**config.mk**
```make
export PLATFORM = sky130hd
export DESIGN_NAME = twiddle_seq
export DESIGN_NICKNAME = d
export VERILOG_FILES = /design/src/rtl/twiddle_seq_pkg.sv /design/src/rtl/twiddle_seq_exp.sv /design/src/rtl/twiddle_seq.sv
export SDC_FILE = /design/constraint.sdc
export NUM_CORES = 1
export LEC_CHECK = 0
export ABC_AREA = 1
export BUFFER_PORTS_ARGS = -buffer_cell sky130_fd_sc_hd__buf_2
export CAP_MARGIN = 20
export CORE_ASPECT_RATIO = 0.9
export CORE_UTILIZATION = 50
export CTS_CLUSTER_SIZE = 30
export DETAILED_ROUTE_END_ITERATION = 7
export PLACE_DENSITY = 0.82
export RECOVER_POWER = 100
export SYNTH_ARGS = -nofsm -noshare
export SYNTH_HDL_FRONTEND = slang
export SYNTH_HIERARCHICAL = 1
export SYNTH_SLANG_ARGS = --single-unit
```
**constraint.sdc**
```tcl
create_clock -name clk -period 2.6 [get_ports clk]
set_input_delay 0.26 -clock clk [delete_from_list [all_inputs] [get_ports clk]]
set_output_delay 0.26 -clock clk [all_outputs]
set_load 0.005 [all_outputs]
```
**src/rtl/twiddle_seq_pkg.sv**
```systemverilog
// Shared definitions for the twiddle-factor sequencer: FSM state type,
// default geometry and the Q-format unity constant.
package twiddle_seq_pkg;

  localparam int N_DEF         = 256;
  localparam int ROM_WIDTH_DEF = 8;
  localparam int ADDRW_DEF     = $clog2(N_DEF);
  localparam int ONE           = 1 << ROM_WIDTH_DEF;

  typedef enum logic [1:0] {
    ST_IDLE  = 2'd0,
    ST_RUN   = 2'd1,
    ST_FLUSH = 2'd2
  } state_e;

endpackage

```
**src/rtl/twiddle_seq_exp.sv**
```systemverilog
// Exponent counter for one FFT stage: counts 0..N/2-1 and turns the count
// into sine/cosine lookup indices for the latched stage number.
module twiddle_exp_ctr
  import twiddle_seq_pkg::*;
#(
  parameter int N     = N_DEF,
  parameter int ADDRW = $clog2(N),
  parameter int SW    = $clog2(ADDRW)
) (
  input  logic             clk,
  input  logic             rst,
  input  logic             clr,
  input  logic             inc,
  input  logic [SW-1:0]    stage,
  output logic [ADDRW-1:0] sin_id,
  output logic [ADDRW-1:0] cos_id,
  output logic             last
);

  localparam int CW = ADDRW - 1;

  logic [CW-1:0]    c;
  logic [ADDRW-1:0] mask;
  logic [ADDRW-1:0] k;

  always_ff @(posedge clk or posedge rst) begin
    if (rst) begin
      c <= '0;
    end else if (clr) begin
      c <= '0;
    end else if (inc) begin
      c <= c + 1'b1;
    end
  end

  // Stage s repeats a pattern of N>>(s+1) exponents spaced 2^s apart.
  always_comb begin
    mask   = ADDRW'((N >> (int'(stage) + 1)) - 1);
    k      = {1'b0, c} & mask;
    sin_id = k << stage;
    cos_id = sin_id + ADDRW'(N / 4);
    last   = (c == CW'(N / 2 - 1));
  end

endmodule

```
**src/rtl/twiddle_seq.sv**
```systemverilog
// Twiddle sequencer top: frame FSM, valid/ready output register holding
// W = cos - j*sin. Optional macro TWIDDLE_SEQ_INVERSE_EN adds an 'inverse'
// input selecting conjugate twiddles (cos + j*sin) for IFFT frames.
module twiddle_seq
  import twiddle_seq_pkg::*;
#(
  parameter int N         = N_DEF,
  parameter int ROM_WIDTH = ROM_WIDTH_DEF,
  parameter int ADDRW     = $clog2(N),
  parameter int SW        = $clog2(ADDRW)
) (
  input  logic                   clk,
  input  logic                   rst,
  input  logic                   start,
  input  logic [SW-1:0]          stage,
`ifdef TWIDDLE_SEQ_INVERSE_EN
  input  logic                   inverse,
`endif
  output logic [ADDRW-1:0]       sin_id,
  output logic [ADDRW-1:0]       cos_id,
  input  logic [2*ROM_WIDTH-1:0] sin_data,
  input  logic [2*ROM_WIDTH-1:0] cos_data,
  output logic [2*ROM_WIDTH-1:0] tw_re,
  output logic [2*ROM_WIDTH-1:0] tw_im,
  output logic                   tw_valid,
  input  logic                   tw_ready,
  output logic                   tw_last,
  output logic                   busy,
  output logic                   done,
  output state_e                 dbg_state
);

  // Stream handshake: a twiddle transfers on a rising edge where tw_valid
  // and tw_ready are both high; while tw_valid is high and tw_ready low,
  // tw_re/tw_im/tw_last are held unchanged.

  state_e        state;
  state_e        state_nxt;
  logic [SW-1:0] stage_q;
  logic          inv_q;
  logic          load;
  logic          accept;
  logic          start_ok;
  logic          flush_done;
  logic          c_last;

  assign dbg_state = state;

  always_ff @(posedge clk or posedge rst) begin
    if (rst) begin
      state <= ST_IDLE;
    end else begin
      state <= state_nxt;
    end
  end

  always_comb begin
    state_nxt = state;
    case (state)
      ST_IDLE:  if (start)           state_nxt = ST_RUN;
      ST_RUN:   if (load && c_last)  state_nxt = ST_FLUSH;
      ST_FLUSH: if (accept)          state_nxt = ST_IDLE;
      default:                       state_nxt = ST_IDLE;
    endcase
  end

  always_comb begin
    busy       = (state != ST_IDLE);
    accept     = tw_valid && tw_ready;
    load       = (state == ST_RUN) && (!tw_valid || tw_ready);
    start_ok   = (state == ST_IDLE) && start;
    flush_done = (state == ST_FLUSH) && accept;
  end

  always_ff @(posedge clk or posedge rst) begin
    if (rst) begin
      stage_q <= '0;
    end else if (start_ok) begin
      stage_q <= (int'(stage) >= ADDRW) ? SW'(ADDRW - 1) : stage;
    end
  end

`ifdef TWIDDLE_SEQ_INVERSE_EN
  always_ff @(posedge clk or posedge rst) begin
    if (rst) begin
      inv_q <= 1'b0;
    end else if (start_ok) begin
      inv_q <= inverse;
    end
  end
`else
  assign inv_q = 1'b0;
`endif

  always_ff @(posedge clk or posedge rst) begin
    if (rst) begin
      tw_re    <= '0;
      tw_im    <= '0;
      tw_last  <= 1'b0;
      tw_valid <= 1'b0;
      done     <= 1'b0;
    end else begin
      done <= flush_done;
      if (load) begin
        tw_re    <= cos_data;
        tw_im    <= inv_q ? sin_data : -sin_data;
        tw_last  <= c_last;
        tw_valid <= 1'b1;
      end else if (tw_ready) begin
        tw_valid <= 1'b0;
      end
    end
  end

  twiddle_exp_ctr #(
    .N     (N),
    .ADDRW (ADDRW),
    .SW    (SW)
  ) u_exp (
    .clk    (clk),
    .rst    (rst),
    .clr    (flush_done),
    .inc    (load),
    .stage  (stage_q),
    .sin_id (sin_id),
    .cos_id (cos_id),
    .last   (c_last)
  );

endmodule

```
==> flow_summary_export.csv, run 1 <==
group,metric,value,unit
yosys,async_reset_ff_frac,1.000,
setup_path,cp.arrival,2.18,ns
clock_tree,cts_buffers,5,
setup_path,cp_data_required_time,2.34,ns
clock_tree,cts_tree,"yes",
die,start_util,0.5169,
yosys,synth_top_cell_area_share,0.4330,
clock_tree,clock_sinks,47,
timing,min_period,2.438,ns
routing,ant_nets,0,
timing,worstMarginPinSlew,1.373,ns
setup_path,path_cells,"inv_4 -> nand3_1 -> ha_1 -> or2_1 -> o21ai_1 -> inv_2 -> nand2_1 -> nand3_1 -> nand2_1 -> nand2_1 -> nand2_1 -> buf_2",
timing,fmaxAchievable,410.2,MHz
yosys,synth_area,0.002716,sq mm
placed_design,gp_congestion,0.9087,
setup_path,worst_setup_path_end_kind,"primary output",
clock_tree,clockBufferDepth,2,
setup_path,crit_type,"reg -> out",
grt,track_usage,0.2337,
die,die_h,71.93,um
yosys,yosysWarnings,6,
outcome,status,"finished, final reports clean",
timing,timing.final.crit_share,0.9377,
final_layout,regArea,0.001179,sq mm
routing,wl_per_cell,11.72,um
setup_path,slowest_stage,"dfrtp_2",
clock_tree,clkTransAtPathRegs,0.08,ns
grt,overflow,0,
timing,drv_slew,0,
grt,grt_pass1_vias,2435,
grt,grt_first_pass_wirelength,10510,um
routing,drc,0,
routing,via_per_inst,5.017,
power_and_ir_drop,peakVddDrop,0.5482,mV
flow_run,drv_cap,0,
setup_path,critPathMaxFanout,7,
clock_tree,clk_latency,0.29,ns
timing,whs,0.1568,ns
yosys,synthFlopType,"dfrtp_1",
timing,clock_skew,0.006962,ns
yosys,syn_avg_cell_area,7.361,sq um
setup_path,path_common_cell,"nand2_1",
yosys,syn_inst,369,
final_layout,nNetsFinal,503,
routing,drtIter0Drc,96,
grt,grt_max_degree,38,
yosys,synth_edf_count,0,
final_layout,antenna_cells,0,
placed_design,dp_slack,0.3333,ns
die,core_area,0.005255,sq mm
hold_path,hp-class,"in -> reg",
placed_design,placed_area,0.003157,sq mm
yosys,synth_nets,411,
routing,dr.pass1.iters,5,
power_and_ir_drop,powerDensity,1051,mW/mm^2
die,die_area,0.005732,sq mm
routing,vias,2649,
yosys,ys_top_cells_by_area,"dfrtp_1, nand2_1, nand3_1",
grt,antenna_found_initial,0,
yosys,ys_types,34,
power_and_ir_drop,finalPower,0.003403,W
final_layout,fillers,517,
timing,setup_ws,0.1619,ns
final_layout,final_cell_area,0.003239,sq mm
timing,slew_headroom,0.08489,
routing,drt-total-wl,6189,um
final_layout,utilization,0.6164,
timing,finalSetupViolations,0,
final_layout,multi_input_area,0.001237,sq mm
die,fp-row-count,25,
die,die_x,79.70,um
final_layout,synthToLayoutAreaGrowth,19.25,%
final_layout,drive_gt1_frac,0.2278,
placed_design,hpwl,4613,um
yosys,ys_seq_area_frac,0.4330,
clock_tree,htree_levels,2,
clock_tree,cts_root_buf,"clkbuf_8",
setup_path,cp-start-kind,"flop",
setup_path,slowest_delay,0.47,ns
placed_design,port_buffers,92,
power_and_ir_drop,leakage,1.770,nW
yosys,synth.largest_area_cell,"dfrtp_1",
timing,finalHoldViolCount,0,
die,ios,93,
yosys,ys_ff_latch,47,
## placed cells by master (no fill, tap or decap), types with 2 or more instances in the layout
| cell type | netlist | layout |
|---|---|---|
| nor2_1 | 29 | 29 |
| nand2_2 | 4 | 3 |
| xor2_1 | 3 | 3 |
| nor4_1 | 2 | 2 |
| ha_1 | 3 | 3 |
| clkbuf_1 | 0 | 23 |
| dfrtp_2 | 0 | 2 |
| nand3_2 | 3 | 3 |
| clkinv_1 | 1 | 2 |
| dfrtp_1 | 47 | 45 |
| and2_1 | 2 | 2 |
| a21oi_1 | 6 | 6 |
| nor3_1 | 4 | 4 |
| inv_2 | 4 | 2 |
| mux2_2 | 3 | 3 |
| o21ai_0 | 15 | 16 |
| inv_1 | 35 | 35 |
| nand4_1 | 6 | 6 |
| inv_4 | 2 | 2 |
| buf_2 | 2 | 71 |
| clkbuf_2 | 0 | 2 |
| clkbuf_8 | 0 | 6 |
| nand3_1 | 35 | 35 |
| buf_4 | 9 | 3 |
| nand2_1 | 137 | 138 |
## worst max-delay path, delay by kind of cell (launching register included)
family | cells | cell delay [ns]
buffers and inverters | 3 | 0.27
flip-flops | 1 | 0.47
AO/OA/AOI/OAI | 1 | 0.17
AND/OR/NAND/NOR | 7 | 0.69
adder cells (fa/ha/maj) | 1 | 0.29
## state kept, by name (all words and copies together), names as in the netlist
signal / count
stage_q: 3
done: 1
tw_im: 16
tw_re: 16
tw_last: 1
dbg_state: 2
u_exp/c: 7
tw_valid: 1
## through the flow
step,setup TNS [ns],cells
finish,0,528
global route,-0.001581,528
CTS,0,524
detailed placement,0,516
global placement,0,516
floorplan,0,369
## cells by family (layout without fill, tap and decap cells)
family                     after synthesis  count (layout)  synth area share
adders and majority gates                3               3           0.01382
buffers and inverters                   58             150            0.1092
and+or+nand+nor                        227             227            0.3597
xor gates and xnor gates                 4               4           0.01290
DFF                                     47              47            0.4330
AOI/OAI and AO/OA                       27              27           0.05896
muxes                                    3               3           0.01244
## cell usage after synthesis (2+ instances only)
master / number
a21oi_1: 6
inv_2: 4
nand3_1: 35
nand3_2: 3
nand2_1: 137
buf_2: 2
and2_1: 2
inv_1: 35
nor3_1: 4
o21ai_0: 15
nand4_1: 6
buf_6: 5
xor2_1: 3
mux2_2: 3
nor2_1: 29
ha_1: 3
nor4_1: 2
dfrtp_1: 47
buf_4: 9
inv_4: 2
nand2_2: 4
## where the power goes
group	internal (W)	switching [W]	total (W)	leakage, nW
logic	0.000701	0.000987	0.00169	1.16
clock network	0.000209	0.000230	0.000439	0.0470
registers	0.00102	0.000259	0.00128	0.565
## final cells by class
cell class,instances,area share
clock buffers,6,0.02549
clock inverters,1,0.001545
inverters,42,0.05060
multi-input cells,264,0.3820
flip-flops and latches,47,0.3638
well taps,67,0.02588
repair buffers,101,0.1506
## layer usage
layer / global-route usage / up-vias / wire [um]
met4: 0.08283 / 0 / 70
met5: 0 / - / 0
met2: 0.3789 / 114 / 2721
met3: 0.06164 / 8 / 518
met1: 0.3031 / 1189 / 2877
li1: - / 1338 / -
## final timing paths
path	start	to	slack, ns	cells past startpoint
max in group asynchronous	rst	stage_q[1]	0.69	4
min in group asynchronous	rst	done	0.37	3
hold / removal	cos_data[1]	tw_re[1]	0.16	3
setup / recovery	stage_q[0]	cos_id[7]	0.16	12
setup reg to reg	dbg_state[1]	dbg_state[0]	0.48	9
hold reg to reg	tw_re[9]	tw_re[9]	0.48	2
## timing repair
action	CTS	global route
setup endpoints to repair	1	2
endpoints found under the hold margin	7	0
resized for setup	1	2
setup buffers	0	3
hold buffers	1	0
No activity file was read; power rests on OpenSTA's default activity.
==> run 2: changes to the inputs <==
--- a/config.mk
+++ b/config.mk
@@ -8,10 +8,13 @@
 export ABC_AREA = 1
 export BUFFER_PORTS_ARGS = -buffer_cell sky130_fd_sc_hd__buf_2
 export CAP_MARGIN = 20
+export CELL_PAD_IN_SITES_DETAIL_PLACEMENT = 1
+export CELL_PAD_IN_SITES_GLOBAL_PLACEMENT = 2
 export CORE_ASPECT_RATIO = 0.9
-export CORE_UTILIZATION = 50
+export CORE_UTILIZATION = 27
 export CTS_CLUSTER_SIZE = 30
 export DETAILED_ROUTE_END_ITERATION = 7
+export HOLD_SLACK_MARGIN = 0.03
 export PLACE_DENSITY = 0.82
 export RECOVER_POWER = 100
 export SYNTH_ARGS = -nofsm -noshare
==> flow_summary_export.csv, run 2 (synthesis results as in run 1) <==
group,metric,value,unit
setup_path,worst_path_dominant_cell_family,"simple AND/OR/NAND/NOR gates",
power_and_ir_drop,leakage,1.792,nW
final_layout,drive_gt1_frac,0.2381,
final_layout,synthToLayoutAreaGrowth,23.77,%
routing,drtIter0Drc,66,
setup_path,reg2reg_to,"u_exp/c[5]",
final_layout,reg_top3,"tw_im x16, tw_re x16, u_exp/c x7",
setup_path,slowest_stage,"dfrtp_2",
outcome,status,"complete, but fails checks",
die,ios,93,
setup_path,critPathMaxFanout,8,
die,die_area,0.01047,sq mm
timing,min_period,2.432,ns
power_and_ir_drop,powerDensity,1085,mW/mm^2
clock_tree,clockBufferDepth,2,
grt,antenna_found_initial,0,
placed_design,hpwl,5737,um
routing,drt-total-wl,7628,um
setup_path,path_cells,"buf_6 -> nand3_2 -> ha_1 -> or2_4 -> nand2_1 -> nand3_1 -> nand2_1 -> nand2_1 -> nand2_2 -> inv_2 -> nand2_1 -> nand2_1 -> buf_2",
final_layout,final_cell_area,0.003362,sq mm
setup_path,cp_data_required_time,2.34,ns
hold_path,worstHoldEndpoint,"tw_re[10]",
routing,via_per_inst,4.524,
clock_tree,clock_sinks,47,
final_layout,nNetsFinal,503,
setup_path,crit_buf_inv,3,
grt,track_usage,0.1536,
outcome,violations,"capacitance limit, slew limit",
placed_design,gp_congestion,0.8468,
hold_path,hp-class,"in -> reg",
placed_design,port_buffers,92,
clock_tree,clkTransAtPathRegs,0.10,ns
timing,finalHoldViolCount,0,
clock_tree,cts_tree,"yes",
grt,overflow,0,
power_and_ir_drop,finalPower,0.003649,W
die,die_x,107.7,um
setup_path,crit_type,"reg -> out",
setup_path,reg2reg_slack,0.60,ns
setup_path,cp.arrival,2.17,ns
routing,wl_per_cell,12.97,um
clock_tree,cts_root_buf,"clkbuf_8",
clock_tree,htree_levels,2,
grt,grt_first_pass_wirelength,12850,um
timing,finalSetupViolations,0,
final_layout,antenna_cells,0,
final_layout,mostFrequentLayoutCell,"nand2_1",
routing,dr.pass1.iters,4,
timing,setup_tns,0,ns
die,core_area,0.009742,sq mm
die,start_util,0.2788,
die,die_h,97.16,um
routing,vias,2660,
clock_tree,cts_buffers,5,
timing,drv_slew,41,
die,fp-row-count,34,
setup_path,path_common_cell,"nand2_1",
hold_path,min_path_cells,3,
timing,fmaxAchievable,411.2,MHz
routing,drc,0,
timing,slew_headroom,-0.05281,
setup_path,worst_setup_path_end_kind,"primary output",
hold_path,min_from,"cos_data[10]",
clock_tree,clk_latency,0.31,ns
placed_design,placed_area,0.003223,sq mm
timing,timing.final.crit_share,0.9354,
flow_run,drv_cap,1,
grt,grt_pass1_vias,2641,
grt,grt_max_degree,41,
timing,clock_skew,0.007016,ns
routing,ant_nets,0,
final_layout,final_cell_mix,"nand2_1, buf_2, dfrtp_1",
setup_path,slowest_delay,0.48,ns
setup_path,r2r_start,"dbg_state[0]",
timing,worstMarginPinSlew,1.577,ns
setup_path,cp-start-kind,"flop",
setup_path,r2r_cells,8,
power_and_ir_drop,peakVddDrop,0.3842,mV
-- run 2: cell count changes in the layout (fill, tap and decap cells not counted), sizes merged --
cell    previous run  this run
clkinv             3         1
bufinv             0         1
inv               39        42
clkbuf            31        30
-- run 2: per-layer routing --
| metal | global-route usage | share of wire |
|---|---|---|
| met1 | 0.2054 | 0.47 |
| met2 | 0.2465 | 0.46 |
| met3 | 0.04359 | 0.058 |
| met4 | 0.02950 | 0.0083 |
| met5 | 0 | 0 |
-- run 2: worst max path at each step --
stage | from | endpoint | cells past startpoint | slack [ns]
floorplan | stage_q[0] | sin_id[5] | 9 | 0.51
global placement | stage_q[0] | cos_id[7] | 12 | 0.36
detailed placement | stage_q[0] | cos_id[7] | 12 | 0.27
CTS | stage_q[1] | cos_id[7] | 11 | 0.02
global route | stage_q[0] | cos_id[7] | 12 | -0.008
finish | stage_q[0] | cos_id[7] | 13 | 0.17
-- run 2: where the power goes --
part	internal [W]	switching, W	total (W)	leakage [nW]
registers	0.00102	0.000265	0.00128	0.565
clock network	0.000290	0.000277	0.000567	0.0548
logic	0.000742	0.00106	0.00180	1.17
total	0.00205	0.00160	0.00365	1.79
-- run 2: layout make-up --
cell class	count	area [sq um]
fill	1266	6380
multi-input combinational	264	1246
sequential	47	1179
timing repair buffer	101	499.2
inverter	42	165.2
tap	126	157.7
clock buffer	5	68.82
clock inverter	3	46.29
-- run 2: what timing repair did --
action | CTS | global route
buffers inserted | 0 | 5
hold buffers | 1 | 0
setup endpoints to repair | 1 | 9
gates resized for setup | 1 | 8
pin swaps | 0 | 2
endpoints found under the hold margin | 7 | 0
-- run 2: worst reg2reg max path, stage by stage, from the launching register on --
cell      delay, ns
dfrtp_1        0.43
nor4_1         0.34
clkbuf_1       0.31
or2_2          0.21
nand4_1        0.14
nor2_1         0.13
nand2_1        0.08
o21ai_0        0.19
a21oi_1        0.08
-- run 2: stage by stage --
step	hold slack [ns]	utilization	setup slack [ns]	std cells
3_3_place_gp	0.2378	0.3309	0.3608	574
2_1_floorplan	0.06340	-	0.5061	369
3_5_place_dp	0.2336	0.3309	0.2737	574
5_1_grt	0.1259	0.3451	-0.007666	588
4_1_cts	0.1330	0.3438	0.01859	583
6_report	0.1429	0.3451	0.1680	588
